### config.mk
export PLATFORM = sky130hd
export DESIGN_NAME = fb_rect_fill_writer
export DESIGN_NICKNAME = d
export VERILOG_FILES = /design/src/rtl/fb_rect_fill_writer.sv
export SDC_FILE = /design/constraint.sdc
export NUM_CORES = 1
export LEC_CHECK = 0
export BUFFER_PORTS_ARGS = -buffer_cell sky130_fd_sc_hd__buf_2
export CELL_PAD_IN_SITES_DETAIL_PLACEMENT = 2
export CELL_PAD_IN_SITES_GLOBAL_PLACEMENT = 2
export CORE_AREA = 2 2 140 142
export CTS_CLUSTER_SIZE = 28
export DETAILED_ROUTE_END_ITERATION = 16
export DIE_AREA = 0 0 142 144
export PLACE_DENSITY = 0.8
export SETUP_SLACK_MARGIN = 0.5
export SYNTH_ARGS = -nofsm -noshare
export SYNTH_HDL_FRONTEND = slang
export SYNTH_SLANG_ARGS = --single-unit
### constraint.sdc
create_clock -name clk -period 4 [get_ports clk]
set_input_delay 0.8 -clock clk [delete_from_list [all_inputs] [get_ports clk]]
set_output_delay 0.8 -clock clk [all_outputs]
set_load 0.02 [all_outputs]
### src/rtl/fb_rect_fill_writer.sv
// rtl/fb_rect_fill_writer.sv - clipped rectangle fill engine writing a 16bpp packed-pair framebuffer
// Optional paired 32-bit writes: define FB_RECT_PAIR_WRITE_EN.
module fb_rect_fill_writer #(
  parameter int H_RES  = 640,
  parameter int V_RES  = 480,
  parameter int ADDR_W = 18
) (
  input  logic              clk,
  input  logic              reset_n,
  input  logic              cmd_valid,
  output logic              cmd_ready,
  input  logic [9:0]        cmd_x0,
  input  logic [9:0]        cmd_x1,
  input  logic [8:0]        cmd_y0,
  input  logic [8:0]        cmd_y1,
  input  logic [15:0]       cmd_colour,
  input  logic              mem_grant,
  output logic [ADDR_W-1:0] mem_address,
  output logic [3:0]        mem_byteenable,
  output logic              mem_chipselect,
  output logic              mem_write,
  output logic [31:0]       mem_writedata,
  output logic              mem_clken,
  output logic              busy,
  output logic              done
);

  typedef enum logic [1:0] {S_IDLE, S_CLIP, S_FILL, S_DONE} state_t;

  localparam logic [9:0]  X_LAST   = 10'(H_RES - 1);
  localparam logic [8:0]  Y_LAST   = 9'(V_RES - 1);
  localparam logic [10:0] H_RES_W  = 11'(H_RES);
  localparam logic [9:0]  V_RES_W  = 10'(V_RES);
  localparam logic [19:0] ROW_STEP = 20'(H_RES);

  state_t      state;
  logic [9:0]  x0_q, x1_q, x1c_q, cur_x;
  logic [8:0]  y0_q, y1_q, y1c_q, cur_y;
  logic [15:0] colour_q;
  logic [19:0] row_base;
  logic        fill_active;

  logic [9:0]  clip_x1;
  logic [8:0]  clip_y1;
  logic        clip_empty;
  logic [19:0] pix;
  logic        pair_ok;
  logic [10:0] next_x;
  logic        row_end;
  logic        last_row;
  logic [3:0]  be;

  assign clip_x1    = (x1_q > X_LAST) ? X_LAST : x1_q;
  assign clip_y1    = (y1_q > Y_LAST) ? Y_LAST : y1_q;
  assign clip_empty = (x0_q > clip_x1) || (y0_q > clip_y1) ||
                      ({1'b0, x0_q} >= H_RES_W) || ({1'b0, y0_q} >= V_RES_W);

  // Linear pixel index; the word holding it is index/2, low half for even x.
  assign pix = row_base + 20'(cur_x);

`ifdef FB_RECT_PAIR_WRITE_EN
  assign pair_ok = ~cur_x[0] && (cur_x < x1c_q);
`else
  assign pair_ok = 1'b0;
`endif

  assign next_x   = {1'b0, cur_x} + (pair_ok ? 11'd2 : 11'd1);
  assign row_end  = next_x > {1'b0, x1c_q};
  assign last_row = (cur_y == y1c_q);

  always_comb begin
    be = 4'b0000;
    if (pair_ok)      be = 4'b1111;
    else if (cur_x[0]) be = 4'b1100;
    else              be = 4'b0011;
  end

  // Strobes are gated by the live grant so a stalled cycle never writes.
  assign mem_write      = fill_active & mem_grant;
  assign mem_chipselect = fill_active & mem_grant;
  assign mem_byteenable = fill_active ? be : 4'b0000;
  assign mem_address    = ADDR_W'(pix >> 1);
  assign mem_writedata  = {colour_q, colour_q};
  assign mem_clken      = 1'b1;

  always_ff @(posedge clk or negedge reset_n) begin
    if (!reset_n) begin
      state       <= S_IDLE;
      x0_q        <= '0;
      x1_q        <= '0;
      y0_q        <= '0;
      y1_q        <= '0;
      x1c_q       <= '0;
      y1c_q       <= '0;
      cur_x       <= '0;
      cur_y       <= '0;
      colour_q    <= '0;
      row_base    <= '0;
      fill_active <= 1'b0;
      cmd_ready   <= 1'b1;
      busy        <= 1'b0;
      done        <= 1'b0;
    end else begin
      case (state)
        S_IDLE: begin
          if (cmd_valid) begin
            x0_q      <= cmd_x0;
            x1_q      <= cmd_x1;
            y0_q      <= cmd_y0;
            y1_q      <= cmd_y1;
            colour_q  <= cmd_colour;
            cmd_ready <= 1'b0;
            busy      <= 1'b1;
            state     <= S_CLIP;
          end
        end
        S_CLIP: begin
          x1c_q    <= clip_x1;
          y1c_q    <= clip_y1;
          cur_x    <= x0_q;
          cur_y    <= y0_q;
          // The only multiply: the starting row; later rows step by addition.
          row_base <= 20'(y0_q) * ROW_STEP;
          if (clip_empty) begin
            done  <= 1'b1;
            state <= S_DONE;
          end else begin
            fill_active <= 1'b1;
            state       <= S_FILL;
          end
        end
        S_FILL: begin
          if (mem_grant) begin
            if (row_end) begin
              cur_x    <= x0_q;
              cur_y    <= cur_y + 9'd1;
              row_base <= row_base + ROW_STEP;
              if (last_row) begin
                fill_active <= 1'b0;
                done        <= 1'b1;
                state       <= S_DONE;
              end
            end else begin
              cur_x <= next_x[9:0];
            end
          end
        end
        S_DONE: begin
          done      <= 1'b0;
          busy      <= 1'b0;
          cmd_ready <= 1'b1;
          state     <= S_IDLE;
        end
        default: state <= S_IDLE;
      endcase
    end
  end

endmodule
# Yosys cells after proc, flatten, opt, wreduce, memory -nomap -nowiden

Index checks and enable logic that the tools add are counted.

Register bits: 118
Input bits: 58
Output and inout bits: 60
Word-level logic and storage cells: 85

$add $sub $neg: 4
Multipliers: 1
Magnitude comparators: 7
Equality and inequality tests: 10
Muxes and demuxes: 33
Bitwise operators: 1
Reductions and logical operators: 14

Operators with widths:

| cell                                                                 | count |
|---|---|
| 20-bit two-way mux                                                   | 2 |
| 20-bit case mux with 2 select lines                                  | 1 |
| 10-bit two-way mux                                                   | 3 |
| 9-bit two-way mux                                                    | 3 |
| 20-bit by 10-bit adder with 20-bit output (second input constant)    | 1 |
| 10-bit case mux with 2 select lines                                  | 1 |
| 19-bit by 10-bit adder with 19-bit output                            | 1 |
| 9-bit case mux with 2 select lines                                   | 1 |
| 9-bit by 3-bit multiplier with 12-bit output (second input constant) | 1 |
| 2-bit inequality test (second input constant)                        | 6 |
| 10-bit by 1-bit adder with 11-bit output (second input constant)     | 1 |
| 11-bit by 10-bit greater-than comparator with 1-bit output           | 1 |
| 1-bit two-way mux                                                    | 11 |
| 10-bit >= comparator (second input constant)                         | 1 |
| 10-bit greater-than comparator                                       | 1 |
| 10-bit greater-than comparator (second input constant)               | 1 |
| 5-bit AND reduction                                                  | 2 |
| 9-bit by 1-bit adder with 9-bit output (second input constant)       | 1 |
| 9-bit equality test                                                  | 1 |
| 9-bit >= comparator (second input constant)                          | 1 |
| 9-bit greater-than comparator                                        | 1 |
| 9-bit greater-than comparator (second input constant)                | 1 |
| 2-bit two-way mux                                                    | 4 |
| 4-bit two-way mux                                                    | 2 |
| 13 further kinds                                                     | 21 |

# Depth between registers and ports, before layout

Gate-level depths: netlist of run 1.

Depth after elaboration: 8
Mapped depth: 16
Gate-level depth less buffers: 13

# Worst setup path after synthesis of run 1

Ideal clock, no wire load.

Kind: register to register
Start: register cur_x[0]
End: register state[1]
Library setup time: 0.125 ns
Data arrival time: 3.112 ns
Required time: 3.875 ns
Path slack: 0.763 ns
Stages on the path, launching flop included: 14
Path buffers: 0
Period minus slack after synthesis: 3.237 ns
Cell sequence: dfrtp_1 -> ha_1 -> nand3_1 -> nor2_1 -> nand2_1 -> xnor2_1 -> ha_1 -> a21o_1 -> a211o_1 -> or4_4 -> o21a_4 -> a21boi_4 -> o21ai_0 -> mux2_2

Cells in the longest elaborated chain, start to end: 4

RTL lines:

| element                                                    | line | source |
|---|---|---|
| start: declaration                                         | 37   | `logic [9:0] x0_q, x1_q, x1c_q, cur_x;` |
| start signal: assignment                                   | 120  | `cur_x <= x0_q;` |
| start signal: assignment                                   | 135  | `cur_x <= x0_q;` |
| start signal: assignment                                   | 144  | `cur_x <= next_x[9:0];` |
| 10-bit by 1-bit adder with 11-bit output                   | 67   | `assign next_x = {1'b0, cur_x} + (pair_ok ? 11'd2 : 11'd1);` |
| 11-bit by 10-bit greater-than comparator with 1-bit output | 68   | `assign row_end = next_x > {1'b0, x1c_q};` |
| 2-bit inequality test (no line)                            | --   |  |
| 4-bit AND reduction (no line)                              | --   |  |
| end signal: assignment                                     | 88   | `state <= S_IDLE;` |
| end signal: assignment                                     | 114  | `state <= S_CLIP;` |
| end signal: assignment                                     | 126  | `state <= S_DONE;` |
| end: declaration                                           | 36   | `state_t state;` |

No other way between the ends.
A chain may end at the register's enable or synchronous reset.

# Worst setup path after layout of run 1

Start: register cur_x[0]
End: register cur_x[4]

Cells in the longest elaborated chain, start to end: 5

RTL lines:

| element                                                    | line | source |
|---|---|---|
| 10-bit by 1-bit adder with 11-bit output *                 | 67   |  |
| 11-bit by 10-bit greater-than comparator with 1-bit output | 68   |  |
| 10-bit two-way mux *                                       | 134  | `if (row_end) begin` |
| 10-bit two-way mux *                                       | 133  | `if (mem_grant) begin` |
| 10-bit case mux with 2 select lines *                      | 104  | `case (state)` |

Every way passes the cells marked *; elsewhere a longest branch is shown, timed or not. The select of a mux whose other input is x is not followed.

==> results of run 1 <==
## flip-flops by register name (all words and copies together) (netlist names)
name         count
cmd_ready        1
cur_x           10
x0_q            10
state            2
cur_y            9
colour_q        16
fill_active      1
busy             1
row_base        12
y0_q             9
y1_q             9
x1c_q           10
y1c_q            9
x1_q            10
done             1
## per-stage QoR
step | hold slack, ns | util, % | total power (uW) | cells
floorplan | 0.466 | - | 5510 | 650
global placement | 0.482 | 37.6 | 6400 | 960
detailed placement | 0.499 | 37.6 | 6770 | 960
CTS | 0.512 | 39.4 | 7880 | 982
global route | 0.540 | 40.0 | 8600 | 986
finish | 0.489 | 40.0 | 7930 | 986
## critical path, delay by kind of cell (launching register included)
family	cells	cell delay [ns]
XOR/XNOR	1	0.18
flip-flops	1	0.44
AO/OA/AOI/OAI	5	0.90
buffers and inverters	1	0.18
adder cells (fa/ha/maj)	2	0.48
AND/OR/NAND/NOR	5	1.15
## synth_stat cells (3+ instances only)
cell type,n,share of area [%]
o21ai_1,4,0.31
buf_1,3,0.17
or3_1,3,0.29
clkbuf_1,21,1.2
mux2i_1,8,1.2
a211oi_1,6,0.69
ha_1,53,10
and3_1,9,0.86
a21o_1,5,0.58
nor2_1,40,2.3
xor2_1,13,1.7
o21ai_0,40,3.1
nor2b_1,6,0.58
nand2_1,44,2.5
mux2_2,60,10
nor3_1,13,1.0
a31oi_1,4,0.38
xnor2_1,20,2.7
dfrtp_1,109,42
a21oi_1,56,4.3
nand2b_1,5,0.48
nand3_1,18,1.4
or2_2,3,0.29
inv_1,26,1.5
o22ai_1,11,1.1
nand4_1,8,0.77
buf_6,3,0.52
buf_4,21,2.4
buf_2,3,0.23
## routing by layer
metal / vias up / GRT usage, %
met1: 2692 / 25.5
met2: 117 / 35.2
met4: 0 / 6.26
met5: - / 0
met3: 25 / 3.31
li1: 2470 / -
## cell families after synthesis
logic type / share of synthesized area [%]
AND/OR/NAND/NOR: 12.1
AO/OA/AOI/OAI: 13.1
flip-flops: 42.2
buffers and inverters: 6.04
multiplexers: 11.6
adder cells (fa/ha/maj): 10.5
XOR/XNOR: 4.43
other: 0.0575
## power groups by stage
stage,Clock (uW),Sequential [uW],Combinational [uW]
5_1_grt,956,2460,5180
3_5_place_dp,0,2370,4400
4_1_cts,928,2350,4600
6_report,895,2370,4660
2_1_floorplan,0,2200,3310
3_3_place_gp,0,2300,4110
## final cells by class
class / count / share of cell area (%)
Timing Repair Buffer: 132 / 9.23
Clock buffer: 9 / 2.95
Multi-Input combinational cell: 464 / 45.7
Clock inverter: 7 / 0.722
Sequential cell: 110 / 36.2
Tap cell: 238 / 3.91
Inverter: 26 / 1.28
## worst paths after layout
kind,cells after the start,to,slack (ns)
setup reg to reg,14,cur_x[4]$_DFFE_PN0P_,0.60
hold reg to reg,1,x1_q[0]$_DFFE_PN0P_,0.51
min in group clk,1,x1_q[0]$_DFFE_PN0P_,0.51
setup / recovery,14,cur_x[4]$_DFFE_PN0P_,0.60
hold / removal,1,cur_x[4]$_DFFE_PN0P_,0.49
max in group asynchronous,2,cur_x[8]$_DFFE_PN0P_,2.57
## what timing repair did
action / in CTS / in global routing
hold buffers: 0 / 0
gates resized for setup: 9 / 18
buffers inserted: 5 / 4
setup endpoints to repair: 27 / 29
gates cloned: 1 / 0
pin swaps: 0 / 1
==> metrics.txt, run 1 <==
status=complete, no violations; routed wl met2=about 10000 um; metal3 WL=881 um; Place WS=between 0.03 and 0.04 ns; design area=about 7600 um^2; vias per cell=around 5.4; Boundary Pins=118; critical path required time=between 4 and 5 ns; Yosys cell types=57; area occupied by multi-input gates=3480 um^2; dpl hpwl=between 10000 and 15000 um; post-layout minimum cycle time=~3.4 ns; DR pass1 iterations=4; syn nets=about 760; crit start category=register; Fin. Hold Viols=0; ys async rst share=100%; EDFF count, synth=0; Synth Register Bits=110; setup tns final=0 ns; WL final=19900 um; kind of critical path=reg -> reg; worst slew margin relative to its limit=between 40% and 50%; commonest non-fill, non-tap cells in the layout=115 x buf_2, 102 x dfrtp_1, 60 x mux2_2; core footprint=approximately 19000 um^2; Starting Density=between 30% and 40%; first-pass GRT wire length=32200 um; Setup-failing EPs final=0; logic gate share of total power=between 50% and 60%; synthesized area=between 6000 and 7000 um^2; register area share after synthesis=between 40% and 50%; Worst-Skew Late Latency=0.37 ns; Worst Max-Slew Pin Slew=between 0.7 and 0.8 ns; wire per inst=20.2 um; Switching Fraction=48.7%; Clock Power Share=a little under an eighth; Critical path origin=cur_x[0]$_DFFE_PN0P_; RSZ-0062 raised after global routing=false; worst-path cell chain=ha_4 -> nand3_4 -> nor2_4 -> nand2_1 -> xnor2_2 -> ha_1 -> a21o_1 -> a211o_1 -> or4_4 -> o21a_4 -> buf_4 -> nor3_1 -> a21oi_1 -> o21ai_0; Cell Rows=51; TritonCTS clock tree=yes; gr usage total=20.1%; Flop pwr share=29.9%; area grow syn2layout=16.8%; P per Cell Area=between 1000 and 1500 nW/um^2; Leakage=0.00355 uW; H-tree Lvls=3; Syn Inst Count=650; Psw=3860 uW; commonest register cell after synthesis=dfrtp_1; post-place instance area=around 7200 um^2; initial antenna violation count=0; Max rail drop VDD=around 0.35 mV; Antenna Cells=0; Num Clock Sinks=110; I/O Buffers=~120; DR top layer=met4; slowest stage delay, CP=about 0.55 ns; CP max stage cell=or4_4; fin worst setup slack=0.601 ns; Met1 Wirelength=between 8000 and 9000 um; Die X=about 140 um; CTS root buf=clkbuf_16; clk buf depth=2; layout cell share with drive strength beyond 1=32.6%; largest net degree at the start of global routing=a little under 60; Antenna Nets Post-Route=0; initial DRC count=between 150 and 200; Worst Skew=between 0.005 and 0.006 ns; Slew Limit Fails=0; CP Max Fanout=9; fin crit share=a little over four fifths; Final #Nets=855; Syn. warnings=0; DR vias=5304; gr ovfl total=0; gpl congestion=a little over 0.8; Max Cap Viol=0; Residual DRC=0; CP endpoint kind=register; die area=just over 20000 um^2; Die H=around 140 um; Hold Path Class=in -> async; commonest non-fill, non-tap cell in the layout=buf_2; clock slew at reported path FFs=approximately 0.08 ns; Num CTS Buffers=9; Pint=between 4000 and 5000 uW; register area=~2800 um^2; r2r startpoint=cur_x[0]$_DFFE_PN0P_; upper clock frequency limit=between 200 and 300 MHz; Post-Syn Area per Cell=~10 um^2; fillers=2071; Critical Path AT=~3.7 ns; vias in the first global route=approximately 6000
Power figures use the tool's default switching activity.
==> inputs of run 2 (changes only) <==
ABC_AREA = 1   (was unset)
CORE_AREA = 2 2 146 148   (was 2 2 140 142)
DIE_AREA = 0 0 148 150   (was 0 0 142 144)
PLACE_DENSITY = 0.82   (was 0.8)
clock period = 3.4 ns   (was 4 ns; I/O delays follow)
==> run 2 against run 1 <==
  * Via count is 16% higher
  * Final cell count is 27% higher
  * Core utilization down 1.0 points
  * Critical path type is now reg -> out
  * Synthesized area up 3.4%
  * First-iteration DRC count grew 37%
  * Sequential share of layout area fell by 2.0 points
  * Synthesized cell count rose by 35%
  * Largest power group unchanged
  * Register-to-register slack improved by 0.02 ns
  * Total power up 20%
==> metrics.txt, run 2 <==
RSZ-0062 raised after global routing=true; Hold Path Class=in -> async; die area=22200 um^2; register area=approximately 2800 um^2; Starting Density=~33%; worst-path cell chain=ha_4 -> a21o_1 -> a21o_1 -> nand2_2 -> nor3_4 -> nand2_2 -> nor2_4 -> xor2_1 -> buf_4; Met1 Wirelength=just over 9000 um; Worst Max-Slew Pin Slew=around 0.73 ns; CP bufs+invs=1; gr usage total=between 20% and 30%; ranking of synthesized cells by area=dfrtp_1 40%, nand2_1 15%, ha_1 9.8%, o21ai_0 5.6%, inv_1 4.9%; FF-to-FF End=row_base[18]$_DFFE_PN0P_; syn nets=990; routed wl met2=between 10000 and 15000 um; hold_buf cts=0; post-layout minimum cycle time=around 2.9 ns; Synth top cells by count=273 x nand2_1, 109 x dfrtp_1, 88 x inv_1; Syn. warnings=0; register area share after synthesis=40.8%; worst slew margin relative to its limit=between 50% and 60%; CP Max Fanout=4; kind of critical path=reg -> out; initial antenna violation count=0; Slew Limit Fails=0; Max rail drop VDD=around 0.36 mV; crit start category=register; Syn Inst Count=just under 900; largest net degree at the start of global routing=56; vias per cell=4.93; initial DRC count=approximately 230; wire per inst=~18 um; slowest stage delay, CP=0.43 ns; Residual DRC=0; P per Cell Area=approximately 1200 nW/um^2; Num Clock Sinks=110; Max Cap Viol=0; CTS root buf=clkbuf_16; metal3 WL=roughly 500 um; first-pass GRT wire length=~35000 um; I/O Buffers=~120; upper clock frequency limit=between 300 and 400 MHz; commonest register cell after synthesis=dfrtp_1; critical path required time=around 2.7 ns; area grow syn2layout=19.4%; reg2reg path depth=14; dpl hpwl=15800 um; CP endpoint kind=primary output; crit-path leading delay family=simple AND/OR/NAND/NOR gates; Worst Skew=0.0133 ns; TritonCTS clock tree=yes; clk buf depth=2; max reg flops=16; r2r startpoint=cur_x[0]$_DFFE_PN0P_; clock slew at reported path FFs=around 0.08 ns; vias in the first global route=about 6700; commonest non-fill, non-tap cells in the layout=270 x nand2_1, 112 x buf_2, 102 x dfrtp_1; WL final=22100 um; commonest non-fill, non-tap cell in the layout=nand2_1; layout cell share with drive strength beyond 1=about a fifth; Setup-failing EPs final=0; biggest regs=colour_q (16), row_base (12); DR pass1 iterations=4; Critical Path AT=roughly 2.2 ns; DR top layer=met4; EDFF count, synth=0; Die H=~150 um; DR vias=a little over 6000; reg2reg setup slack=between 0.6 and 0.7 ns; setup tns final=0 ns; Die X=about 150 um; area leader, netlist=dfrtp_1; area occupied by multi-input gates=~3500 um^2; Post-Syn Area per Cell=7.69 um^2; Synth Register Bits=between 100 and 150; CP max stage cell=dfrtp_2; Synth top area share=roughly 40%; fillers=between 2000 and 2500; Fin. Hold Viols=0; fin crit share=between 80 and 90%; Antenna Nets Post-Route=0; synthesized area=between 6000 and 7000 um^2; H-tree Lvls=3; Num CTS Buffers=9; ys async rst share=100%; most common cell in the netlist=nand2_1; Antenna Cells=0; core footprint=about 21000 um^2; Core Util, Final=between 30% and 40%; Boundary Pins=approximately 120; Leakage=roughly 0.0043 uW; Cell Rows=53; gr ovfl total=0; Yosys cell types=40; status=complete, no violations; Final #Nets=roughly 1100; gpl congestion=0.809; Worst-Skew Late Latency=roughly 0.37 ns; Largest Register=colour_q
run 2: cell types whose count changed in the layout (fill, tap and decap cells not counted), moves of 6 or more:
cell / change
a21oi_1: -16
nor3_1: -11
a211oi_1: -6
xnor2_1: -14
inv_1: +62
o22ai_1: -9
nor2_1: +25
nand3_1: +15
nor2b_1: -6
mux2_2: -60
o21ai_0: +35
and3_1: -7
a21oi_2: +8
nand2_1: +228
run 2: final cells by class:
| cell class | count | area share [%] |
|---|---|---|
| Multi-Input combinational cell | 626 | 43.7 |
| Timing Repair Buffer | 135 | 9.77 |
| Clock inverter | 5 | 0.606 |
| Sequential cell | 110 | 34.3 |
| Tap cell | 275 | 4.27 |
| Clock buffer | 11 | 3.14 |
| Inverter | 91 | 4.24 |
run 2: cell families after synthesis:
family          count (synthesis)  synth area share [%]
simple gates                  396                  23.9
buf+inv                       145                  9.55
compound gates                144                  11.9
flops                         110                  40.8
fa+ha+maj                      54                  10.1
xor+xnor                       23                  2.99
mux                             5                 0.742
other cells                     1                0.0556
run 2: timing repair:
item / 4_1_cts / 5_1_grt
buffers inserted: 3 / 8
pin swaps: 2 / 9
gates cloned: 1 / 2
hold endpoints to repair: 0 / 0
endpoints found under the setup margin: 26 / 41
gates resized for setup: 14 / 22
run 2: how the worst max path moves through the flow:
stage | from | end | slack [ns] | cells past startpoint
after global placement | cur_x[0]$_DFFE_PN0P_ | row_base[18]$_DFFE_PN0P_ | 0.50 | 14
after detailed placement | cur_x[0]$_DFFE_PN0P_ | row_base[18]$_DFFE_PN0P_ | 0.37 | 14
final | row_base[8]$_DFFE_PN0P_ | mem_address[16] | 0.51 | 9
after global routing | cur_x[8]$_DFFE_PN0P_ | mem_address[16] | 0.37 | 9
after floorplan | cur_x[8]$_DFFE_PN0P_ | mem_address[16] | 0.71 | 8
after CTS | row_base[8]$_DFFE_PN0P_ | mem_address[16] | 0.42 | 9
run 2: through the flow:
step	power [uW]	std cells	hold slack [ns]	setup slack, ns	cell area [um^2]
finish	9540	1253	0.359	0.510	8060
detailed placement	7870	1223	0.464	0.365	7460
global placement	7570	1223	0.458	0.500	7460
floorplan	6310	878	0.384	0.710	6750
CTS	9280	1243	0.379	0.420	7860
global route	10500	1253	0.413	0.368	8060
run 2: power breakdown:
part / leakage [uW] / switching, uW / internal (uW)
logic: 0.00277 / 3730 / 2070
registers: 0.00134 / 658 / 1970
clock network: 0.000150 / 567 / 555
run 2: per-layer routing:
| metal | vias to the layer above | global-route usage [%] |
|---|---|---|
| met4 | 0 | 4.24 |
| met1 | 3098 | 23.6 |
| li1 | 2977 | - |
| met5 | - | 0 |
| met2 | 82 | 38.9 |
| met3 | 21 | 3.02 |
==> inputs of run 3 (changes only) <==
CORE_AREA = 2 2 156 158   (was 2 2 146 148)
DIE_AREA = 0 0 158 160   (was 0 0 148 150)
PLACE_DENSITY = 0.76   (was 0.82)
clock period = 2.34 ns   (was 3.4 ns; I/O delays follow)
==> run 3 against run 2 <==
  * The run now ends with negative setup slack left
  * Final cell count is 9.3% higher
  * Critical path depth grew 8
  * Cell area up 15%
  * Worst hold slack worse by 0.35 ns
  * Sequential share of layout area decreased by 4.6 points
  * Non-clock buffer count increased by 72
  * Clock-buffer cell count down 1
  * Largest cell class unchanged
==> metrics.txt, run 3 (synthesized netlist as in run 2, its figures left out) <==
dpl hpwl=between 15000 and 20000 um; clk buf depth=2; reg2reg path depth=17; Die H=160 um; TritonCTS clock tree=yes; Leakage=roughly 0.0048 uW; Residual DRC=0; Antenna Cells=0; CP endpoint kind=register; crit start category=register; Tot Pwr=between 15000 and 20000 uW; worst slew margin relative to its limit=60.9%; commonest non-fill, non-tap cells in the layout=252 x nand2_1, 107 x dfrtp_1, 105 x buf_2; area occupied by multi-input gates=approximately 3900 um^2; Starting Density=about 28%; H-tree Lvls=3; vias in the first global route=7325; logic gate share of total power=between 60 and 70%; gpl congestion=between 0.7 and 0.8; Final #Nets=between 1000 and 1500; Hold Path Class=in -> async; Max Cap Viol=0; biggest regs=colour_q (16), row_base (12); initial DRC count=319; area grow syn2layout=37.5%; Antenna Nets Post-Route=0; Die X=approximately 160 um; Pint=about 8600 uW; initial antenna violation count=0; status=complete, but fails checks; first-pass GRT wire length=between 30000 and 40000 um; Fin. Hold Viols=0; Core Util, Final=between 30% and 40%; critical path required time=around 2.6 ns; design area=~9300 um^2; max reg flops=16; CP Max Fanout=7; Cell Rows=57; Critical Path AT=between 3 and 4 ns; Psw=roughly 9000 uW; commonest non-fill, non-tap cell in the layout=nand2_1; Num CTS Buffers=9; Num Clock Sinks=between 100 and 150; I/O Buffers=116; die area=between 20000 and 30000 um^2; Switching Fraction=50.6%; Clock Power Share=9.0%; hold_buf cts=0; Flop pwr share=21.3%; worst-path cell chain=buf_4 -> nand3_4 -> nor2_4 -> nand3_4 -> xnor2_4 -> ha_4 -> a21o_1 -> a21oi_2 -> nand2_2 -> nand2_4 -> nand2_8 -> buf_12 -> buf_12 -> nand2_4 -> nor2_4 -> nand2_1 -> o21ai_1; CTS root buf=clkbuf_16; gr ovfl total=0; post-place instance area=roughly 8000 um^2; Boundary Pins=about 120; wire per inst=a little under 20 um; RSZ-0062 raised after global routing=true; register area=roughly 2800 um^2; layout cell share with drive strength beyond 1=32.0%; CP max stage cell=dfrtp_1; Slew Limit Fails=0; post-layout minimum cycle time=between 2 and 3 ns; fillers=2741; gr usage total=20.1%; DR vias=6583; Max rail drop VDD=0.587 mV; clock slew at reported path FFs=roughly 0.090 ns; Worst Skew=about 0.018 ns; core footprint=23800 um^2; slowest stage delay, CP=about 0.4 ns; largest net degree at the start of global routing=46; upper clock frequency limit=~350 MHz; failing checks=negative setup slack; Setup-failing EPs final=44; WL final=26900 um; vias per cell=between 4 and 5; kind of critical path=reg -> reg; Worst Max-Slew Pin Slew=0.582 ns; fin worst setup slack=-0.498 ns; DR pass1 iterations=4; Worst-Skew Late Latency=0.38 ns; hold_ws=between 0.01 and 0.015 ns; Largest Register=colour_q; P per Cell Area=1870 nW/um^2; fin crit share=121%
## run 3: cell types whose count changed in the layout (fill, tap and decap cells not counted), moves of 9 or more
cell	before	now
buf_6	1	13
o21ai_0	74	56
a21oi_1	40	26
a21oi_2	9	19
nor2_1	62	46
nand2_1	270	252
nand2_2	2	12
o21ai_2	1	11
buf_4	18	72
nor2_4	2	11
## run 3: final timing paths
check                                           from                  endpoint  slack [ns]
min in group clk                       cmd_colour[5]   colour_q[5]$_DFFE_PN0P_        0.28
max in group asynchronous                    reset_n      y1c_q[5]$_DFFE_PN0P_        1.71
worst min register to register   y1_q[3]$_DFFE_PN0P_       y1_q[3]$_DFFE_PN0P_        0.49
worst max register to register  cur_x[2]$_DFFE_PN0P_      state[1]$_DFFE_PN0P_       -0.50
worst max-delay path            cur_x[2]$_DFFE_PN0P_      state[1]$_DFFE_PN0P_       -0.50
worst min-delay path                         reset_n  colour_q[11]$_DFFE_PN0P_        0.01
## run 3: power by group through the flow
stage	logic, uW	clock network, uW	registers (uW)
floorplan	5570	0	3650
global placement	8340	0	3630
detailed placement	8740	0	3650
CTS	10500	1560	3650
global route	13200	1650	3840
finish	12100	1560	3710
## run 3: metrics by stage
stage | std cells | TNS (ns) | setup WS [ns]
final | 1370 | -17.72 | -0.498
after global routing | 1370 | -22.62 | -0.627
after CTS | 1357 | -13.68 | -0.411
after detailed placement | 1327 | -5.21 | -0.205
after global placement | 1327 | -1.40 | -0.0987
after floorplan | 878 | -0.463 | -0.0263
## run 3: worst max-delay path: cells and delay by family, from the launching register on
kind	cells	cell delay, ns
flip-flops	1	0.40
buffers and inverters	3	0.49
AO/OA/AOI/OAI	3	0.44
adder cells (fa/ha/maj)	1	0.24
XOR/XNOR	1	0.21
AND/OR/NAND/NOR	9	0.96
## run 3: per-layer routing
layer / wire (um) / track usage [%]
met1: 10800 / 23.6
met3: 525 / 2.01
met2: 14600 / 37.3
met5: 0 / 0.397
met4: 941 / 7.45
## run 3: timing repair
action | in CTS | in global routing
setup buffers | 10 | 13
pin swaps | 17 | 25
cloned | 5 | 0
setup endpoints to repair | 47 | 59
gates resized for setup | 104 | 72
## run 3: cell type report
class                   instances  share of cell area [%]
flip-flops and latches        110                    29.7
multi-input cells             623                    42.4
clock buffers                  10                    2.47
inverters                      91                    3.68
clock inverters                 5                   0.378
well taps                     324                    4.37
repair buffers                207                    17.0
